File: src/rtl/demux_frame_arbiter.sv
// demux_frame_arbiter
//
// Round-robin arbiter and sequencer for one serial source shared by two sinks
// through a 1-bit demultiplexer. A sink asks for a whole frame with req[i].
// The block grants one sink, drives the demux select and paces FRAME_LEN beats
// with a valid/ready handshake. It then pulses frame_done for that sink and
// goes back to arbitration. No data passes through this block. It only steers
// the demux and qualifies the handshake signals.
//
// Parameters
//   FRAME_LEN  beats per frame (1..255)
//   CNT_W      beat counter width, 2**CNT_W > FRAME_LEN
//
// Ports
//   clk         system clock, rising edge
//   rst_n       asynchronous active-low reset
//   req[1:0]    per-sink frame request, sampled only while idle
//   src_valid   source presents a bit this cycle
//   src_ready   source bit is accepted this cycle (combinational)
//   dst_ready   per-sink ready; only the selected sink's bit matters
//   sel         demux select (0 -> sink 0, 1 -> sink 1), registered
//   dst_valid   per-sink bit-valid strobe; only the selected sink can be high
//   frame_done  one-cycle completion pulse for the sink that was served
//   busy        high whenever a frame is granted, running or completing
module demux_frame_arbiter #(
  parameter int FRAME_LEN = 8,
  parameter int CNT_W     = 8
) (
  input  logic       clk,
  input  logic       rst_n,
  input  logic [1:0] req,
  input  logic       src_valid,
  output logic       src_ready,
  input  logic [1:0] dst_ready,
  output logic       sel,
  output logic [1:0] dst_valid,
  output logic [1:0] frame_done,
  output logic       busy
);

  typedef enum logic [1:0] {
    IDLE  = 2'd0,
    GRANT = 2'd1,
    XFER  = 2'd2,
    DONE  = 2'd3
  } state_t;

  localparam logic [CNT_W-1:0] LAST_BEAT = CNT_W'(FRAME_LEN - 1);

  state_t           state_reg;
  logic [CNT_W-1:0] cnt_reg;
  logic             sel_reg;
  logic             rr_last_reg;
  logic             busy_reg;
  logic [1:0]       done_reg;

  logic in_xfer;
  logic beat;
  logic winner;

  assign in_xfer = (state_reg == XFER);
  // A beat needs both sides. The other sink's ready is ignored.
  assign beat    = in_xfer && src_valid && dst_ready[sel_reg];

  // On a tie, the sink that was not served last wins.
  always_comb begin
    winner = 1'b0;
    case (req)
      2'b10:   winner = 1'b1;
      2'b11:   winner = ~rr_last_reg;
      default: winner = 1'b0;
    endcase
  end

  always_ff @(posedge clk or negedge rst_n) begin
    if (!rst_n) begin
      state_reg   <= IDLE;
      cnt_reg     <= '0;
      sel_reg     <= 1'b0;
      // Start with rr_last at 1 so that sink 0 wins the first tie.
      rr_last_reg <= 1'b1;
      busy_reg    <= 1'b0;
      done_reg    <= 2'b00;
    end else begin
      done_reg <= 2'b00;
      case (state_reg)
        IDLE: begin
          if (req != 2'b00) begin
            state_reg <= GRANT;
            sel_reg   <= winner;
            busy_reg  <= 1'b1;
          end
        end
        GRANT: begin
          state_reg <= XFER;
          cnt_reg   <= '0;
        end
        XFER: begin
          if (beat) begin
            cnt_reg <= cnt_reg + 1'b1;
            if (cnt_reg == LAST_BEAT) begin
              state_reg <= DONE;
              // Registered here so the pulse lands in the DONE cycle.
              done_reg  <= sel_reg ? 2'b10 : 2'b01;
            end
          end
        end
        DONE: begin
          state_reg   <= IDLE;
          rr_last_reg <= sel_reg;
          busy_reg    <= 1'b0;
        end
        default: state_reg <= IDLE;
      endcase
    end
  end

  assign src_ready  = in_xfer && dst_ready[sel_reg];
  assign sel        = sel_reg;
  assign busy       = busy_reg;
  assign frame_done = done_reg;

  // The bit-valid strobe goes only to the selected sink.
  generate
    for (genvar gi = 0; gi < 2; gi++) begin : g_dst_valid
      assign dst_valid[gi] = in_xfer && (sel_reg == 1'(gi)) && src_valid;
    end
  endgenerate

endmodule

File: config.mk
export PLATFORM = sky130hd
export DESIGN_NAME = demux_frame_arbiter
export DESIGN_NICKNAME = d
export VERILOG_FILES = /design/src/rtl/demux_frame_arbiter.sv
export SDC_FILE = /design/constraint.sdc
export NUM_CORES = 1
export LEC_CHECK = 0
export CORE_MARGIN = 5
export CORE_UTILIZATION = 45
export CTS_CLUSTER_DIAMETER = 150
export CTS_CLUSTER_SIZE = 40
export DETAILED_ROUTE_END_ITERATION = 6
export DONT_BUFFER_PORTS = 1
export GPL_TIMING_DRIVEN = 0
export SYNTH_ARGS = -nofsm -noshare
export SYNTH_HDL_FRONTEND = slang
export SYNTH_SLANG_ARGS = --single-unit
File: constraint.sdc
create_clock -name clk -period 1.9 [get_ports clk]
set_input_delay 0 -clock clk [delete_from_list [all_inputs] [get_ports clk]]
set_output_delay 0 -clock clk [all_outputs]
set_load 0.01 [all_outputs]
==> results.py, run 1 <==
metrics = {
    "final_layout": {
        "layout_utilization_pct": 53.7,
        "finalNetCount": 102,
        "post_route_cells_drive_above_1_share_pct": 15.9,
        "n_fill_cell": 169,
        "n_antenna_cell": 0,
        "finalInstanceArea_um2": 927,
        "sequential_cell_area_um2": 377,
        "multi_input_area_um2": 447,
        "largest_register_ffs": 8,
        "areaGrowthSynthToFinish_pct": 12.8,
    },
    "synth": {
        "synthAdderAreaFrac_pct": 9.13,
        "netlist_area_um2": 822,
        "ys_types": 27,
        "synth_area_leader": "sky130_fd_sc_hd__dfrtp_1",
        "ranking_of_synthesized_cells_by_instance_count": "sky130_fd_sc_hd__dfrtp_1, sky130_fd_sc_hd__nor2_1, sky130_fd_sc_hd__nand2_1",
        "synth_xor_area_share_pct": 7.46,
        "async_flop_share_pct": 100,
        "yosys-mux-area-fraction_pct": 4.41,
        "number_of_enable_flip_flop_cells_after_synthesis": 0,
        "syn_avg_cell_area_um2": 10.1,
        "synth_sequential_area_ratio_pct": 45.8,
        "post_synth_and_or_nand_nor_area_fraction_pct": 25.6,
        "main_combinational_cell_family_by_area_after_synthesis": "simple AND/OR/NAND/NOR gates",
        "synth_compound_area_share_pct": 5.78,
        "synth_ff_type": "sky130_fd_sc_hd__dfrtp_1",
        "synth.top_cells.by_area": "sky130_fd_sc_hd__dfrtp_1, sky130_fd_sc_hd__ha_1, sky130_fd_sc_hd__xnor2_1, sky130_fd_sc_hd__nor2_1, sky130_fd_sc_hd__nor3b_1",
        "yosys.cell_count.top_type": "sky130_fd_sc_hd__dfrtp_1",
        "ys_warn_count": 0,
        "synth.ff_latch_count": 15,
        "netlist_instances": 81,
        "synth_fp_nets": 94,
        "synth.top_cell.area_share_pct": 42.6,
    },
    "floorplan": {
        "number_of_core_rows": 15,
        "initial_utilization_pct": 47.6,
        "die-area_um2": 2780,
        "io-pin-count": 14,
        "die_h_um": 52.7,
        "die-width_um": 52.7,
        "fp.coreArea_um2": 1730,
    },
    "timing": {
        "timing.setup.tns_ns": 0,
        "final_max_slew_viol_count": 0,
        "fmax_mhz": 551,
        "hold_viol": 0,
        "report.final.setup_viol": 0,
        "worst_clock_skew_ns": 0.00191,
        "worst-slew-pin-transition_ns": 0.648,
        "final_worst_path_period_share_pct": 95.5,
        "period_needed_ns": 1.81,
        "grt_setup_unrepaired": "no",
        "max-slew-margin-rel_pct": 56.7,
    },
    "placed_design": {
        "dpl_cell_area_um2": 853,
        "hpwl_mm": 1.11,
        "place_congestion": 0.759,
        "port_buffers": 0,
    },
    "clock_network": {
        "reg_clk_slew_reported_paths_ns": 0.09,
        "ctsLongestPathBuffers": 2,
        "cts_tree": "yes",
        "root_buffer_cell": "sky130_fd_sc_hd__clkbuf_4",
        "clkLatencyLatePin_ns": 0.28,
        "post_cts.repair.setup_buffers": 0,
        "cts_num_sinks": 15,
        "htree_levels": 1,
        "numCtsBuffers": 3,
    },
    "grt": {
        "grt_start_max_net_pins": 16,
        "number_of_antenna_violations_at_the_first_check_in_global_routing": 0,
        "global_route.usage.total_pct": 13.0,
        "grt_remaining_overflow": 0,
        "grt_pass1_wl_mm": 2.55,
        "via_count_of_the_first_global_routing_pass": 591,
    },
    "detailed_routing": {
        "routed-via-count": 580,
        "detail_routed_net_length_per_standard_cell_um": 13.1,
        "post_drt_via_cell_ratio": 5.13,
        "drt_first_pass_iters": 4,
        "final_antenna_net_count": 0,
        "finalWirelength_mm": 1.48,
        "drt-initial-drc-count": 9,
        "drc_errors": 0,
    },
    "job": {
        "timing.max_cap.violations": 0,
    },
    "pwr": {
        "power.static_leakage_uw": 0.000405,
        "post-layout-total-power_uw": 1110,
        "powerDensity_nw_per_um2": 1200,
        "worst_ir_drop_vdd_v": 0.000759,
    },
    "outcome": {
        "result_of_the_run": "finished clean",
    },
    "setup_path": {
        "worst-path-max-fanout": 9,
        "critical_path_arrival_ns": 1.99,
        "r2r_slack_ns": 0.09,
        "worst-setup-path-type": "reg2reg",
        "crit_path_end_kind": "register",
        "crit_path_start_kind": "register",
        "worst_ep_required_time_ns": 2.07,
    },
    "worst_hold_path": {
        "hold_path_class": "in2reg",
    },
}
-- cells by family (layout without fill, tap and decap cells) --
family / count (synthesis) / count (layout)
simple gates: 39 / 39
buf+inv: 4 / 11
fa+ha+maj: 6 / 6
mux: 3 / 3
flops: 15 / 15
compound gates: 7 / 7
xor+xnor: 7 / 7
-- cell type report --
| type | instances | area share [%] |
|---|---|---|
| clock inverter | 1 | 0.540 |
| timing repair buffer | 3 | 3.24 |
| multi-input combinational | 62 | 48.2 |
| sequential | 15 | 40.6 |
| clock buffer | 3 | 2.43 |
| tap | 25 | 3.37 |
| inverter | 4 | 1.62 |
-- critical path, cell delays in order (launching register included) --
cell	delay [ns]
sky130_fd_sc_hd__dfrtp_1	0.53
sky130_fd_sc_hd__mux2i_2	0.60
sky130_fd_sc_hd__nand4b_1	0.20
sky130_fd_sc_hd__a21oi_1	0.10
sky130_fd_sc_hd__mux2_2	0.27
-- layout by cell type, fill, tap and decap left out, types with 3 or more instances in the layout --
master / instances
sky130_fd_sc_hd__inv_1: 4
sky130_fd_sc_hd__clkbuf_4: 3
sky130_fd_sc_hd__nor3b_1: 4
sky130_fd_sc_hd__xnor2_1: 6
sky130_fd_sc_hd__nand2_1: 7
sky130_fd_sc_hd__dfrtp_1: 14
sky130_fd_sc_hd__nor2_1: 10
sky130_fd_sc_hd__ha_1: 5
sky130_fd_sc_hd__dlygate4sd3_1: 3
sky130_fd_sc_hd__nor3_1: 4
-- stage by stage --
stage          cells  setup slack, ns  hold WS, ns
6_report         113           0.0854       0.0287
5_1_grt          113          0.00677       0.0611
4_1_cts          113           0.0550       0.0191
3_5_place_dp     106           0.0772       -0.295
3_3_place_gp     106            0.124       -0.295
2_1_floorplan     81            0.266       -0.296
-- power breakdown --
group          internal (uW)  switching (uW)
sequential               406            91.5
clock                   78.1            99.0
combinational            208             232
-- per-layer routing --
metal  share of wire (%)  track usage (%)  routed length, um
met4                0.81             2.98                 12
met5                   0                0                  0
met1                  49             15.8                727
met3                 6.8             6.84                101
met2                  43             20.0                634
-- path summary, 6_finish.rpt --
kind                       startpoint      endpoint  cells after the start
min reg2reg                cnt_reg[7]    cnt_reg[7]                      2
min in group asynchronous       rst_n    cnt_reg[4]                      1
max in group asynchronous       rst_n          busy                      1
max                               sel  state_reg[1]                      4
min                            req[0]          busy                      4
max reg2reg                       sel  state_reg[1]                      4
-- what timing repair did --
| item | 4_1_cts | 5_1_grt |
|---|---|---|
| setup endpoints to repair | 0 | 5 |
| hold buffers | 3 | 0 |
| gates resized for setup | 0 | 4 |
| hold endpoints to repair | 16 | 0 |
(Power assumes the default switching activity.)
==> run 2, diff against run 1 <==
- GPL_TIMING_DRIVEN: 0 -> default
==> run 2 against run 1 <==
Compared with the run above:
- critical endpoint unchanged
- critical path type unchanged
- sequential share of layout area shrank 0.70 points
- combinational power grew 14%
- clock-buffer cell count grew 1
==> results.py, run 2 (synthesis results as in run 1) <==
metrics = {
    "detailed_routing": {
        "drt_first_pass_iters": 3,
        "routed-via-count": 597,
        "drc_errors": 0,
        "finalWirelength_mm": 1.60,
        "detail_routed_net_length_per_standard_cell_um": 13.8,
        "final_antenna_net_count": 0,
        "post_drt_via_cell_ratio": 5.15,
        "drt-initial-drc-count": 14,
    },
    "timing": {
        "timing.setup.tns_ns": 0,
        "hold_viol": 0,
        "period_needed_ns": 1.75,
        "worst-slew-pin-transition_ns": 0.679,
        "max-slew-margin-rel_pct": 54.6,
        "worst_clock_skew_ns": 0.00572,
        "grt_setup_unrepaired": "no",
        "report.final.setup_viol": 0,
        "fmax_mhz": 572,
        "final_max_slew_viol_count": 0,
        "final_worst_path_period_share_pct": 91.9,
    },
    "final_layout": {
        "n_antenna_cell": 0,
        "non_filler_cells_final": 116,
        "areaGrowthSynthToFinish_pct": 14.8,
        "largest_register_ffs": 8,
        "finalNetCount": 105,
        "top_library_cells_by_usage_in_the_layout_fill_and_taps_aside": "sky130_fd_sc_hd__dfrtp_1, sky130_fd_sc_hd__nor2_1, sky130_fd_sc_hd__nand2_1",
        "mostFrequentLayoutCell": "sky130_fd_sc_hd__dfrtp_1",
        "post_route_cells_drive_above_1_share_pct": 17.6,
        "n_fill_cell": 165,
    },
    "floorplan": {
        "die-width_um": 52.7,
        "die_h_um": 52.7,
        "die-area_um2": 2780,
        "fp.coreArea_um2": 1730,
        "initial_utilization_pct": 47.6,
        "number_of_core_rows": 15,
        "io-pin-count": 14,
    },
    "outcome": {
        "result_of_the_run": "finished clean",
    },
    "clock_network": {
        "root_buffer_cell": "sky130_fd_sc_hd__clkbuf_4",
        "cts_num_sinks": 15,
        "reg_clk_slew_reported_paths_ns": 0.09,
        "clkLatencyLatePin_ns": 0.27,
        "ctsLongestPathBuffers": 2,
        "numCtsBuffers": 3,
        "cts_tree": "yes",
        "htree_levels": 1,
    },
    "setup_path": {
        "crit_path_start_kind": "register",
        "critical_path_arrival_ns": 1.92,
        "crit_path_end_kind": "register",
        "worst-setup-path-type": "reg2reg",
        "worst_ep_required_time_ns": 2.07,
        "worst-path-max-fanout": 8,
    },
    "grt": {
        "grt_remaining_overflow": 0,
        "number_of_antenna_violations_at_the_first_check_in_global_routing": 0,
        "global_route.usage.total_pct": 14.1,
        "grt_pass1_wl_mm": 2.88,
        "via_count_of_the_first_global_routing_pass": 630,
        "grt_start_max_net_pins": 16,
    },
    "pwr": {
        "powerDensity_nw_per_um2": 1230,
        "power.switching_fraction_pct": 37.3,
        "p_int_uw": 729,
        "power.clock.fraction_pct": 15.5,
        "seqPwrFrac_pct": 41.5,
        "comb_power_share_pct": 43.1,
        "worst_ir_drop_vdd_v": 0.000691,
        "netSwitchingPower_uw": 434,
        "power.static_leakage_uw": 0.000417,
    },
    "placed_design": {
        "hpwl_mm": 1.17,
        "port_buffers": 0,
        "placed_cells": 109,
        "place_congestion": 0.804,
    },
    "job": {
        "timing.max_cap.violations": 0,
    },
    "worst_hold_path": {
        "hold_path_class": "in2reg",
    },
}
## run 2: cell count changes in the layout (fill, tap and decap cells not counted), sizes merged
cell | previous run | this run
buf | 0 | 3
clkbuf | 3 | 4
clkinv | 1 | 0
## run 2: routing by layer
layer | wire, um | vias up | GRT usage [%] | share of wire, %
met4 | 0 | 0 | 4.68 | 0
met1 | 767 | 286 | 19.1 | 48
li1 | - | 299 | - | -
met3 | 86 | 0 | 3.13 | 5.4
met5 | 0 | - | 0 | 0
met2 | 748 | 12 | 21.9 | 47
## run 2: stage by stage
stage	worst slack [ns]	hold slack (ns)	power [uW]	util [%]	area (um^2)
after floorplan	0.266	-0.296	816	-	822
after global placement	0.164	-0.295	935	50.7	876
after detailed placement	0.101	-0.295	948	50.7	876
after CTS	0.0849	0.0304	1160	54.0	932
after global routing	0.00439	0.0953	1280	54.6	943
final	0.153	0.0337	1160	54.6	943
## run 2: worst max-delay path, stage by stage, from the launching register on
cell,delay (ns)
sky130_fd_sc_hd__dfrtp_1,0.42
sky130_fd_sc_hd__inv_1,0.12
sky130_fd_sc_hd__ha_2,0.26
sky130_fd_sc_hd__and3_1,0.18
sky130_fd_sc_hd__nand4b_1,0.09
sky130_fd_sc_hd__a21oi_1,0.22
sky130_fd_sc_hd__mux2_2,0.36
## run 2: repair_timing
action,CTS,global route
resized for setup,0,3
setup endpoints to repair,0,7
hold buffers,3,0
setup buffers,0,0
hold endpoints to repair,16,0
## run 2: area by class of cell
| type | instances | area (um^2) | area share (%) |
|---|---|---|---|
| multi-input combinational | 62 | 442 | 46.8 |
| sequential | 15 | 377 | 39.9 |
| timing repair buffer | 6 | 52.6 | 5.57 |
| tap | 25 | 31.3 | 3.32 |
| clock buffer | 4 | 26.3 | 2.79 |
| inverter | 4 | 15.0 | 1.59 |
## run 2: final timing paths
check / from / end / slack (ns) / depth (start not counted)
worst min register to register: cnt_reg[7] / cnt_reg[7] / 0.55 / 2
worst max register to register: state_reg[0] / state_reg[1] / 0.15 / 6
worst max-delay path: state_reg[0] / state_reg[1] / 0.15 / 6
worst min-delay path: req[0] / busy / 0.03 / 3
max in group asynchronous: rst_n / cnt_reg[7] / 1.27 / 1
min in group asynchronous: rst_n / frame_done[0] / 0.20 / 1
## run 2: power by group through the flow
| stage | registers [uW] | logic [uW] | clock network [uW] |
|---|---|---|---|
| finish | 482 | 501 | 180 |
| global route | 496 | 586 | 202 |
| CTS | 483 | 492 | 189 |
| detailed placement | 488 | 460 | 0 |
| global placement | 485 | 451 | 0 |
| floorplan | 488 | 328 | 0 |
